`config.mk`:
```
export PLATFORM = sky130hd
export DESIGN_NAME = ysyx_23060201_mem_arb_flat
export DESIGN_NICKNAME = d
export VERILOG_FILES = /design/src/rtl/ysyx_23060201_mem_arb_pkg.sv /design/src/rtl/ysyx_23060201_mem_arb_if.sv /design/src/rtl/ysyx_23060201_arb_sel.sv /design/src/rtl/ysyx_23060201_mem_arb.sv /design/src/flat_wrapper.sv
export SDC_FILE = /design/constraint.sdc
export NUM_CORES = 1
export LEC_CHECK = 0
export BUFFER_PORTS_ARGS = -buffer_cell sky130_fd_sc_hd__buf_4
export CAP_MARGIN = 15
export CORE_AREA = 3 3 110 112
export DETAILED_ROUTE_END_ITERATION = 8
export DIE_AREA = 0 0 113 115
export GPL_TIMING_DRIVEN = 0
export PLACE_DENSITY = 0.72
export SLEW_MARGIN = 40
export SYNTH_ARGS = -nofsm -noshare
export SYNTH_HDL_FRONTEND = slang
export SYNTH_SLANG_ARGS = --single-unit
```
`constraint.sdc`:
```
create_clock -name clk -period 4.7 [get_ports clk]
set_clock_uncertainty 0.2 [all_clocks]
set_input_delay 0.94 -clock clk [delete_from_list [all_inputs] [get_ports clk]]
set_output_delay 0.94 -clock clk [all_outputs]
set_load 0.01 [all_outputs]
```
`src/rtl/ysyx_23060201_mem_arb_pkg.sv`:
```
// ============================================================================
// ysyx_23060201_mem_arb_pkg : shared FSM state and grant-id encodings
// Rev 1.0
// ============================================================================
`default_nettype none

package ysyx_23060201_mem_arb_pkg;

  typedef enum logic [1:0] {
    ARB_IDLE  = 2'd0,
    ARB_ISSUE = 2'd1,
    ARB_WAIT  = 2'd2
  } arb_state_e;

  typedef enum logic [1:0] {
    GNT_NONE = 2'd0,
    GNT_IFU  = 2'd1,
    GNT_LSU  = 2'd2
  } gnt_e;

endpackage

`default_nettype wire

```
`src/rtl/ysyx_23060201_mem_arb_if.sv`:
```
// ============================================================================
// ysyx_23060201_mem_arb_if : IFU, LSU and memory-port handshake bundle
// Rev 1.0
// ============================================================================
`default_nettype none

interface ysyx_23060201_mem_arb_if #(
  parameter int ADDR_WIDTH = 32,
  parameter int DATA_WIDTH = 32,
  parameter int MASK_WIDTH = 8
);
  logic                  ifu_req_valid;
  logic                  ifu_req_ready;
  logic [ADDR_WIDTH-1:0] ifu_req_addr;
  logic                  ifu_resp_valid;
  logic [DATA_WIDTH-1:0] ifu_resp_rdata;

  logic                  lsu_req_valid;
  logic                  lsu_req_ready;
  logic                  lsu_req_wen;
  logic [ADDR_WIDTH-1:0] lsu_req_addr;
  logic [DATA_WIDTH-1:0] lsu_req_wdata;
  logic [MASK_WIDTH-1:0] lsu_req_wmask;
  logic                  lsu_resp_valid;
  logic [DATA_WIDTH-1:0] lsu_resp_rdata;

  logic                  mem_req_valid;
  logic                  mem_req_ready;
  logic                  mem_req_wen;
  logic [ADDR_WIDTH-1:0] mem_req_addr;
  logic [DATA_WIDTH-1:0] mem_req_wdata;
  logic [MASK_WIDTH-1:0] mem_req_wmask;
  logic                  mem_resp_valid;
  logic [DATA_WIDTH-1:0] mem_resp_rdata;

  // master: the arbiter (serves IFU/LSU, masters the memory port)
  modport master (
    input  ifu_req_valid, ifu_req_addr,
    output ifu_req_ready, ifu_resp_valid, ifu_resp_rdata,
    input  lsu_req_valid, lsu_req_wen, lsu_req_addr, lsu_req_wdata, lsu_req_wmask,
    output lsu_req_ready, lsu_resp_valid, lsu_resp_rdata,
    output mem_req_valid, mem_req_wen, mem_req_addr, mem_req_wdata, mem_req_wmask,
    input  mem_req_ready, mem_resp_valid, mem_resp_rdata
  );

  // slave: the environment (requesters plus memory model)
  modport slave (
    output ifu_req_valid, ifu_req_addr,
    input  ifu_req_ready, ifu_resp_valid, ifu_resp_rdata,
    output lsu_req_valid, lsu_req_wen, lsu_req_addr, lsu_req_wdata, lsu_req_wmask,
    input  lsu_req_ready, lsu_resp_valid, lsu_resp_rdata,
    input  mem_req_valid, mem_req_wen, mem_req_addr, mem_req_wdata, mem_req_wmask,
    output mem_req_ready, mem_resp_valid, mem_resp_rdata
  );

endinterface

`default_nettype wire

```
`src/rtl/ysyx_23060201_arb_sel.sv`:
```
// ============================================================================
// ysyx_23060201_arb_sel : two-way requester selector (LSU > IFU, or
// round-robin on ties when YSYX_23060201_ARB_RR_EN is defined)
// Rev 1.0
// ============================================================================
`default_nettype none

module ysyx_23060201_arb_sel
  import ysyx_23060201_mem_arb_pkg::*;
(
  input  logic ifu_valid_i,
  input  logic lsu_valid_i,
`ifdef YSYX_23060201_ARB_RR_EN
  input  gnt_e last_gnt_i,
`endif
  output gnt_e gnt_o
);

  always_comb begin
    gnt_o = GNT_NONE;
    if (lsu_valid_i && ifu_valid_i) begin
`ifdef YSYX_23060201_ARB_RR_EN
      gnt_o = (last_gnt_i == GNT_LSU) ? GNT_IFU : GNT_LSU;
`else
      gnt_o = GNT_LSU;
`endif
    end else if (lsu_valid_i) begin
      gnt_o = GNT_LSU;
    end else if (ifu_valid_i) begin
      gnt_o = GNT_IFU;
    end
  end

endmodule

`default_nettype wire

```
`src/rtl/ysyx_23060201_mem_arb.sv`:
```
// ============================================================================
// ysyx_23060201_mem_arb : IFU/LSU arbiter for the single data-memory port,
// one outstanding transaction. Option macro: YSYX_23060201_ARB_RR_EN
// Rev 1.0
// ============================================================================
`default_nettype none

module ysyx_23060201_mem_arb
  import ysyx_23060201_mem_arb_pkg::*;
#(
  parameter int ADDR_WIDTH = 32,
  parameter int DATA_WIDTH = 32,
  parameter int MASK_WIDTH = 8
) (
  input  logic                          clk,
  input  logic                          rst,
  ysyx_23060201_mem_arb_if.master       bus,
  output logic                          arb_err
);

  arb_state_e            state_q;
  gnt_e                  gnt_q;
  gnt_e                  gnt_d;
  logic                  mem_valid_q;
  logic                  wen_q;
  logic [ADDR_WIDTH-1:0] addr_q;
  logic [DATA_WIDTH-1:0] wdata_q;
  logic [MASK_WIDTH-1:0] wmask_q;
  logic                  err_q;
  logic                  resp_fire;

`ifdef YSYX_23060201_ARB_RR_EN
  gnt_e                  last_gnt_q;
`endif

  ysyx_23060201_arb_sel u_sel (
    .ifu_valid_i (bus.ifu_req_valid),
    .lsu_valid_i (bus.lsu_req_valid),
`ifdef YSYX_23060201_ARB_RR_EN
    .last_gnt_i  (last_gnt_q),
`endif
    .gnt_o       (gnt_d)
  );

  always_ff @(posedge clk or posedge rst) begin
    if (rst) begin
      state_q     <= ARB_IDLE;
      gnt_q       <= GNT_NONE;
      mem_valid_q <= 1'b0;
      wen_q       <= 1'b0;
      addr_q      <= '0;
      wdata_q     <= '0;
      wmask_q     <= '0;
      err_q       <= 1'b0;
`ifdef YSYX_23060201_ARB_RR_EN
      last_gnt_q  <= GNT_IFU;
`endif
    end else begin
      if (bus.mem_resp_valid && (state_q != ARB_WAIT)) begin
        err_q <= 1'b1;
      end
      case (state_q)
        ARB_IDLE: begin
          if (gnt_d != GNT_NONE) begin
            state_q     <= ARB_ISSUE;
            gnt_q       <= gnt_d;
            mem_valid_q <= 1'b1;
`ifdef YSYX_23060201_ARB_RR_EN
            last_gnt_q  <= gnt_d;
`endif
            if (gnt_d == GNT_LSU) begin
              wen_q   <= bus.lsu_req_wen;
              addr_q  <= bus.lsu_req_addr;
              wdata_q <= bus.lsu_req_wdata;
              wmask_q <= bus.lsu_req_wmask;
            end else begin
              // Instruction fetches are always plain reads
              wen_q   <= 1'b0;
              addr_q  <= bus.ifu_req_addr;
              wdata_q <= '0;
              wmask_q <= '0;
            end
          end
        end
        ARB_ISSUE: begin
          if (bus.mem_req_ready) begin
            state_q     <= ARB_WAIT;
            mem_valid_q <= 1'b0;
          end
        end
        ARB_WAIT: begin
          if (bus.mem_resp_valid) begin
            state_q <= ARB_IDLE;
            gnt_q   <= GNT_NONE;
          end
        end
        default: begin
          state_q     <= ARB_IDLE;
          gnt_q       <= GNT_NONE;
          mem_valid_q <= 1'b0;
        end
      endcase
    end
  end

  // Ready is gated by rst so outputs drop the instant reset asserts
  assign bus.ifu_req_ready  = !rst && (state_q == ARB_IDLE) && (gnt_d == GNT_IFU);
  assign bus.lsu_req_ready  = !rst && (state_q == ARB_IDLE) && (gnt_d == GNT_LSU);

  assign resp_fire          = (state_q == ARB_WAIT) && bus.mem_resp_valid;
  assign bus.ifu_resp_valid = resp_fire && (gnt_q == GNT_IFU);
  assign bus.lsu_resp_valid = resp_fire && (gnt_q == GNT_LSU);
  assign bus.ifu_resp_rdata = bus.ifu_resp_valid ? bus.mem_resp_rdata : '0;
  assign bus.lsu_resp_rdata = (bus.lsu_resp_valid && !wen_q) ? bus.mem_resp_rdata : '0;

  assign bus.mem_req_valid  = mem_valid_q;
  assign bus.mem_req_wen    = wen_q;
  assign bus.mem_req_addr   = addr_q;
  assign bus.mem_req_wdata  = wdata_q;
  assign bus.mem_req_wmask  = wmask_q;

  assign arb_err            = err_q;

endmodule

`default_nettype wire

```
`src/flat_wrapper.sv`:
```
// flat-port wrapper written by rule: the top's interface ports become plain ports
module ysyx_23060201_mem_arb_flat import ysyx_23060201_mem_arb_pkg::*;
#(
  parameter int ADDR_WIDTH = 32,
  parameter int DATA_WIDTH = 32,
  parameter int MASK_WIDTH = 8
)
  (clk, rst, arb_err, bus_ifu_req_valid, bus_ifu_req_addr, bus_ifu_req_ready, bus_ifu_resp_valid, bus_ifu_resp_rdata, bus_lsu_req_valid, bus_lsu_req_wen, bus_lsu_req_addr, bus_lsu_req_wdata, bus_lsu_req_wmask, bus_lsu_req_ready, bus_lsu_resp_valid, bus_lsu_resp_rdata, bus_mem_req_valid, bus_mem_req_wen, bus_mem_req_addr, bus_mem_req_wdata, bus_mem_req_wmask, bus_mem_req_ready, bus_mem_resp_valid, bus_mem_resp_rdata);
  ysyx_23060201_mem_arb_if #(.ADDR_WIDTH(ADDR_WIDTH), .DATA_WIDTH(DATA_WIDTH), .MASK_WIDTH(MASK_WIDTH)) bus_i ();
  input  logic clk;
  input  logic rst;
  output logic arb_err;
  input wire logic [$bits(bus_i.ifu_req_valid)-1:0] bus_ifu_req_valid;
  input wire logic [$bits(bus_i.ifu_req_addr)-1:0] bus_ifu_req_addr;
  output wire logic [$bits(bus_i.ifu_req_ready)-1:0] bus_ifu_req_ready;
  output wire logic [$bits(bus_i.ifu_resp_valid)-1:0] bus_ifu_resp_valid;
  output wire logic [$bits(bus_i.ifu_resp_rdata)-1:0] bus_ifu_resp_rdata;
  input wire logic [$bits(bus_i.lsu_req_valid)-1:0] bus_lsu_req_valid;
  input wire logic [$bits(bus_i.lsu_req_wen)-1:0] bus_lsu_req_wen;
  input wire logic [$bits(bus_i.lsu_req_addr)-1:0] bus_lsu_req_addr;
  input wire logic [$bits(bus_i.lsu_req_wdata)-1:0] bus_lsu_req_wdata;
  input wire logic [$bits(bus_i.lsu_req_wmask)-1:0] bus_lsu_req_wmask;
  output wire logic [$bits(bus_i.lsu_req_ready)-1:0] bus_lsu_req_ready;
  output wire logic [$bits(bus_i.lsu_resp_valid)-1:0] bus_lsu_resp_valid;
  output wire logic [$bits(bus_i.lsu_resp_rdata)-1:0] bus_lsu_resp_rdata;
  output wire logic [$bits(bus_i.mem_req_valid)-1:0] bus_mem_req_valid;
  output wire logic [$bits(bus_i.mem_req_wen)-1:0] bus_mem_req_wen;
  output wire logic [$bits(bus_i.mem_req_addr)-1:0] bus_mem_req_addr;
  output wire logic [$bits(bus_i.mem_req_wdata)-1:0] bus_mem_req_wdata;
  output wire logic [$bits(bus_i.mem_req_wmask)-1:0] bus_mem_req_wmask;
  input wire logic [$bits(bus_i.mem_req_ready)-1:0] bus_mem_req_ready;
  input wire logic [$bits(bus_i.mem_resp_valid)-1:0] bus_mem_resp_valid;
  input wire logic [$bits(bus_i.mem_resp_rdata)-1:0] bus_mem_resp_rdata;
  assign bus_i.ifu_req_valid = bus_ifu_req_valid;
  assign bus_i.ifu_req_addr = bus_ifu_req_addr;
  assign bus_ifu_req_ready = bus_i.ifu_req_ready;
  assign bus_ifu_resp_valid = bus_i.ifu_resp_valid;
  assign bus_ifu_resp_rdata = bus_i.ifu_resp_rdata;
  assign bus_i.lsu_req_valid = bus_lsu_req_valid;
  assign bus_i.lsu_req_wen = bus_lsu_req_wen;
  assign bus_i.lsu_req_addr = bus_lsu_req_addr;
  assign bus_i.lsu_req_wdata = bus_lsu_req_wdata;
  assign bus_i.lsu_req_wmask = bus_lsu_req_wmask;
  assign bus_lsu_req_ready = bus_i.lsu_req_ready;
  assign bus_lsu_resp_valid = bus_i.lsu_resp_valid;
  assign bus_lsu_resp_rdata = bus_i.lsu_resp_rdata;
  assign bus_mem_req_valid = bus_i.mem_req_valid;
  assign bus_mem_req_wen = bus_i.mem_req_wen;
  assign bus_mem_req_addr = bus_i.mem_req_addr;
  assign bus_mem_req_wdata = bus_i.mem_req_wdata;
  assign bus_mem_req_wmask = bus_i.mem_req_wmask;
  assign bus_i.mem_req_ready = bus_mem_req_ready;
  assign bus_i.mem_resp_valid = bus_mem_resp_valid;
  assign bus_i.mem_resp_rdata = bus_mem_resp_rdata;
  ysyx_23060201_mem_arb #(.ADDR_WIDTH(ADDR_WIDTH), .DATA_WIDTH(DATA_WIDTH), .MASK_WIDTH(MASK_WIDTH)) u_core (.clk(clk), .rst(rst), .bus(bus_i), .arb_err(arb_err));
endmodule
```
; Word-level counts from Yosys, hierarchy flattened
; Cells that the tools add are included.
[op_classes]
n_eq_ne = 10
mux = 18
n_bitwise = 2
n_reduce_logical = 17
[op_table]
columns = op, n
row1 = $mux 32, 4
row2 = $mux 2, 6
row3 = $pmux 2 s3, 2
row4 = $logic_and 1x1->1, 9
row5 = $reduce_and 3->1, 3
row6 = $mux 8, 1
row7 = $eq 2x1->1 const B, 3
row8 = $eq 2x2->1 const B, 3
row9 = $ne 2x2->1 const B, 3
row10 = $mux 1, 4
row11 = $pmux 1 s3, 1
row12 = $logic_not 1->1, 2
row13 = $logic_not 2->1, 1
row14 = $ne 2x1->1 const B, 1
row15 = $not 1->1, 2
row16 = $reduce_and 2->1, 1
row17 = $reduce_bool 2->1, 1
[word_totals]
inputBits = 143
word_cells = 55
out_inout_bits = 143
reg_bits = 79

; Depth between registers and ports, before layout
[depth]
word_depth = 6
mapped_depth = 6
mapped_depth_nobuf = 3

; By module
; Synthesis repeated with hierarchy kept, for this count alone.
[hier_totals]
cells_unflattened = 316
area_unflattened_um2 = 3956.3
[by_module_without_submodules]
columns = module, instances, seq_area_each_um2, cells_each, area_each_um2
row1 = ysyx_23060201_mem_arb, 1, 1976.9, 314, 3946.3
row2 = ysyx_23060201_arb_sel, 1, 0.0, 2, 10.0

; Worst setup path after synthesis
; OpenSTA, ideal clock, no wires.
[synth_timing]
path_kind = input -> output
start = input port bus_mem_resp_valid
end = output port bus_lsu_resp_rdata[23]
setup_slack_ps = 1840
required_time_ps = 3560
arrival_time_ps = 1720
path_buffers = 0
stages = 3
path_cell_list = nand3b_4 > or3_4 > nor3b_1
[synth_between]
elab_chain_cells = 4
[synth_rtl]
columns = item, line_no
row1 = from (decl), flat_wrapper.sv:32  ; input wire logic [$bits(bus_i.mem_resp_valid)-1:0] bus_mem_resp_valid;
row2 = $logic_and 1x1->1, ysyx_23060201_mem_arb.sv:110  ; assign resp_fire = (state_q == ARB_WAIT) && bus.mem_resp_valid;
row3 = $logic_and 1x1->1, ysyx_23060201_mem_arb.sv:112  ; assign bus.lsu_resp_valid = resp_fire && (gnt_q == GNT_LSU);
row4 = $logic_and 1x1->1, ysyx_23060201_mem_arb.sv:114  ; assign bus.lsu_resp_rdata = (bus.lsu_resp_valid && !wen_q) ? bus.mem_resp_rdata : '0;
row5 = $mux 32, ysyx_23060201_mem_arb.sv:114
row6 = to (decl), flat_wrapper.sv:25  ; output wire logic [$bits(bus_i.lsu_resp_rdata)-1:0] bus_lsu_resp_rdata;
; No other way between the ends.

; Final worst setup path
[layout_timing]
start = input port bus_mem_resp_valid
end = output port bus_lsu_resp_rdata[17]
; The elaborated chain is that of the path after synthesis.

==> impl_metrics.yaml <==
global_routing:
  grt-ovfl-total: 0
  antenna_found_initial: 0
  top_usage_layer: "met2"
  grt_max_degree: 47
  grt_use_met2_pct: 34.3
  grt_util_met3_pct: 4.00
  grt_usage_pct: 18.0
  grt_pass1_vias: 3614
  gr-usage-met1_pct: 19.3
  grt_pass1_wl_um: 18500
synth:
  synthXorXnorAreaFrac_pct: 0
  synthMuxAreaShare_pct: 19.2
  synth_flop_cell: "dfrtp_1"
  syn_area_sq_um: 3890
  yosys.area_share.simple_pct: 14.4
  synth_top_area_share_pct: 50.9
  synth_cells: 303
  yosysWarnings: 0
  synth-edff-count: 0
  yosysUniqueCellTypes: 27
  synth_top_family_by_area: "multiplexers"
  synthAdderAreaFrac_pct: 0
  synth_compound_area_share_pct: 10.6
  synth_seq_cells: 79
  synth.largest_area_cell: "dfrtp_1"
  synth.avg_cell_area_sq_um: 12.8
  ys_seq_area_share_pct: 50.9
  async_flop_share_pct: 100
  synth.area.top_cells: "dfrtp_1 51%, mux2_2 17%, and2_1 9.8%"
  syn-num-nets: 446
cts:
  clk_path_buf_depth: 2
  cts_hold_buf: 0
  cts-root-buf: "clkbuf_16"
  clock_sinks: 79
  insertion_delay_ns: 0.32
  cts_buffers: 9
  htree_levels: 3
  cts_resized: 0
  post_cts_buffers: 0
  cts_tree: "yes"
  clk_pin_slew_ns: 0.05
route:
  wl_um: 12300
  drt_pass1_iterations: 4
  drcViolationCount: 0
  wl_per_cell_um: 16.4
  antenna_left: 0
  drt_iter0_markers: 70
  vias_per_cell: 4.65
  num_vias: 3476
layout:
  nFillCells: 974
  final_cells: 747
  layout.nets: 742
  seq_area_sq_um: 1980
  multi_input_area_sq_um: 1720
  design_area_sq_um: 6530
  synthToLayoutAreaGrowth_pct: 68.0
  antenna_cells: 0
  drive_gt1_share_pct: 65.4
placement:
  placed_cells: 731
  gp_congestion: 0.921
  placed_cell_area_sq_um: 6230
  io_buffer_count: 284
  dp_hpwl_um: 10100
sta:
  final.min_clock_period_ns: 3.03
  min_period_over_period_pct: 64.6
  tns_ns: 0
  slew_headroom_pct: 68.7
  finalSetupViolCount: 0
  tightest_slew_ns: 0.468
  hold_viol: 0
  rsz0062_at_grt: "no"
  report.final.slew_viol_count: 0
  timing.fmax_ghz: 0.330
job:
  cap_violations: 0
floorplan:
  io_pins: 286
  fp.dieW_um: 113
  start_util_pct: 34.3
  rows: 39
  die_h_um: 115
  core_sq_um: 11300
  dieArea_sq_um: 13000
setup_path:
  reg2reg_depth: 5
  startpoint_type: "primary input"
  cp.required_ns: 3.56
  worst_ep_arrival_time_ns: 1.89
  cp_max_fo: 10
  critPathCaptureType: "output port"
  crit_type: "in2out"
hold_path:
  min_path_type: "reg2reg"
  hold_depth: 1
status:
  status: "finished, final reports clean"
power:
  peakVddDrop_v: 0.000291
  power_density_nw_per_um2: 527
  p_leak_nw: 3.39
-- flip-flops by register name, indices dropped and copies added, names as in the netlist --
signal / count
u_core.bus.mem_req_wen: 1
u_core.gnt_q: 2
u_core.arb_err: 1
u_core.bus.mem_req_valid: 1
u_core.bus.mem_req_wmask: 8
u_core.state_q: 2
u_core.bus.mem_req_wdata: 32
u_core.bus.mem_req_addr: 32
-- synthesized netlist by cell type (all sizes together) (2+ instances only) --
| cell type | number |
|---|---|
| a22o | 41 |
| and2 | 61 |
| buf | 21 |
| clkbuf | 3 |
| dfrtp | 79 |
| inv | 5 |
| mux2 | 64 |
| nand2 | 5 |
| nand2b | 2 |
| nand3b | 4 |
| nor2 | 5 |
| nor3b | 3 |
| o21ai | 3 |
| o311ai | 2 |
-- per-stage QoR --
step | power [mW] | util, % | setup WS [ns] | hold WS (ns)
floorplan | 2.00 | - | 1.54 | 0.293
global placement | 2.74 | 54.8 | 0.606 | 0.244
detailed placement | 2.79 | 55.0 | 1.64 | 0.248
CTS | 3.49 | 57.7 | 1.64 | 0.261
global route | 3.65 | 57.7 | 1.51 | 0.263
finish | 3.44 | 57.7 | 1.67 | 0.256
-- critical path, cell delays in order --
cell	delay, ns
buf_4	0.11
nand3b_4	0.11
nor4_4	0.15
clkbuf_1	0.28
and2_1	0.18
buf_4	0.11
-- report_power, final --
part | total [mW] | internal (mW) | switching, mW
logic | 1.57 | 0.893 | 0.674
clock network | 0.690 | 0.426 | 0.264
registers | 1.18 | 0.994 | 0.191
total | 3.44 | 2.31 | 1.13
-- cell families after synthesis --
| group | after synthesis |
|---|---|
| and+or+nand+nor | 83 |
| DFF | 79 |
| muxes | 64 |
| AOI/OAI and AO/OA | 48 |
| buffers and inverters | 29 |
-- worst paths after layout --
path,start,end,slack (ns)
max in group asynchronous,rst,u_core.bus.mem_req_wmask[6]$_DFFE_PP0P_,3.37
max,bus_mem_resp_valid,bus_lsu_resp_rdata[17],1.67
min,u_core.arb_err$_DFFE_PP0P_,u_core.arb_err$_DFFE_PP0P_,0.26
min reg2reg,u_core.arb_err$_DFFE_PP0P_,u_core.arb_err$_DFFE_PP0P_,0.26
max reg2reg,u_core.state_q[0]$_DFFE_PP0P_,u_core.bus.mem_req_wdata[0]$_DFFE_PP0P_,2.91
min in group asynchronous,rst,u_core.state_q[0]$_DFFE_PP0P_,0.41
-- layer usage --
layer  vias to the layer above  part of all wire (%)
met5                         -                     0
met4                         0                   2.6
met3                        19                   7.5
met2                       164                    54
met1                      1636                    36
li1                       1657                     -
-- cells in the final DEF, fill, tap and decap left out, types with 2 or more instances in the layout --
cell	Yosys	final
clkinv_4	0	2
nor2_1	4	4
inv_1	5	4
clkbuf_16	0	9
clkbuf_1	1	2
o311ai_0	2	2
buf_6	7	7
clkinv_2	0	2
a22o_1	41	41
mux2_2	57	57
mux2_4	7	7
dfrtp_1	79	79
buf_2	9	9
nand2b_1	2	2
clkbuf_2	2	2
nand2_1	5	5
o21ai_0	2	2
nor3b_1	2	2
nand3b_1	3	3
buf_4	5	289
and2_1	61	61
-- layout make-up --
class | instances | share of cell area [%]
Sequential cell | 79 | 30.3
Tap cell | 143 | 2.74
Inverter | 5 | 0.364
Clock buffer | 11 | 3.72
Buffer | 24 | 2.68
Timing Repair Buffer | 285 | 33.1
Multi-Input combinational cell | 195 | 26.3
Clock inverter | 5 | 0.881
No activity file was read; power rests on OpenSTA's default activity.
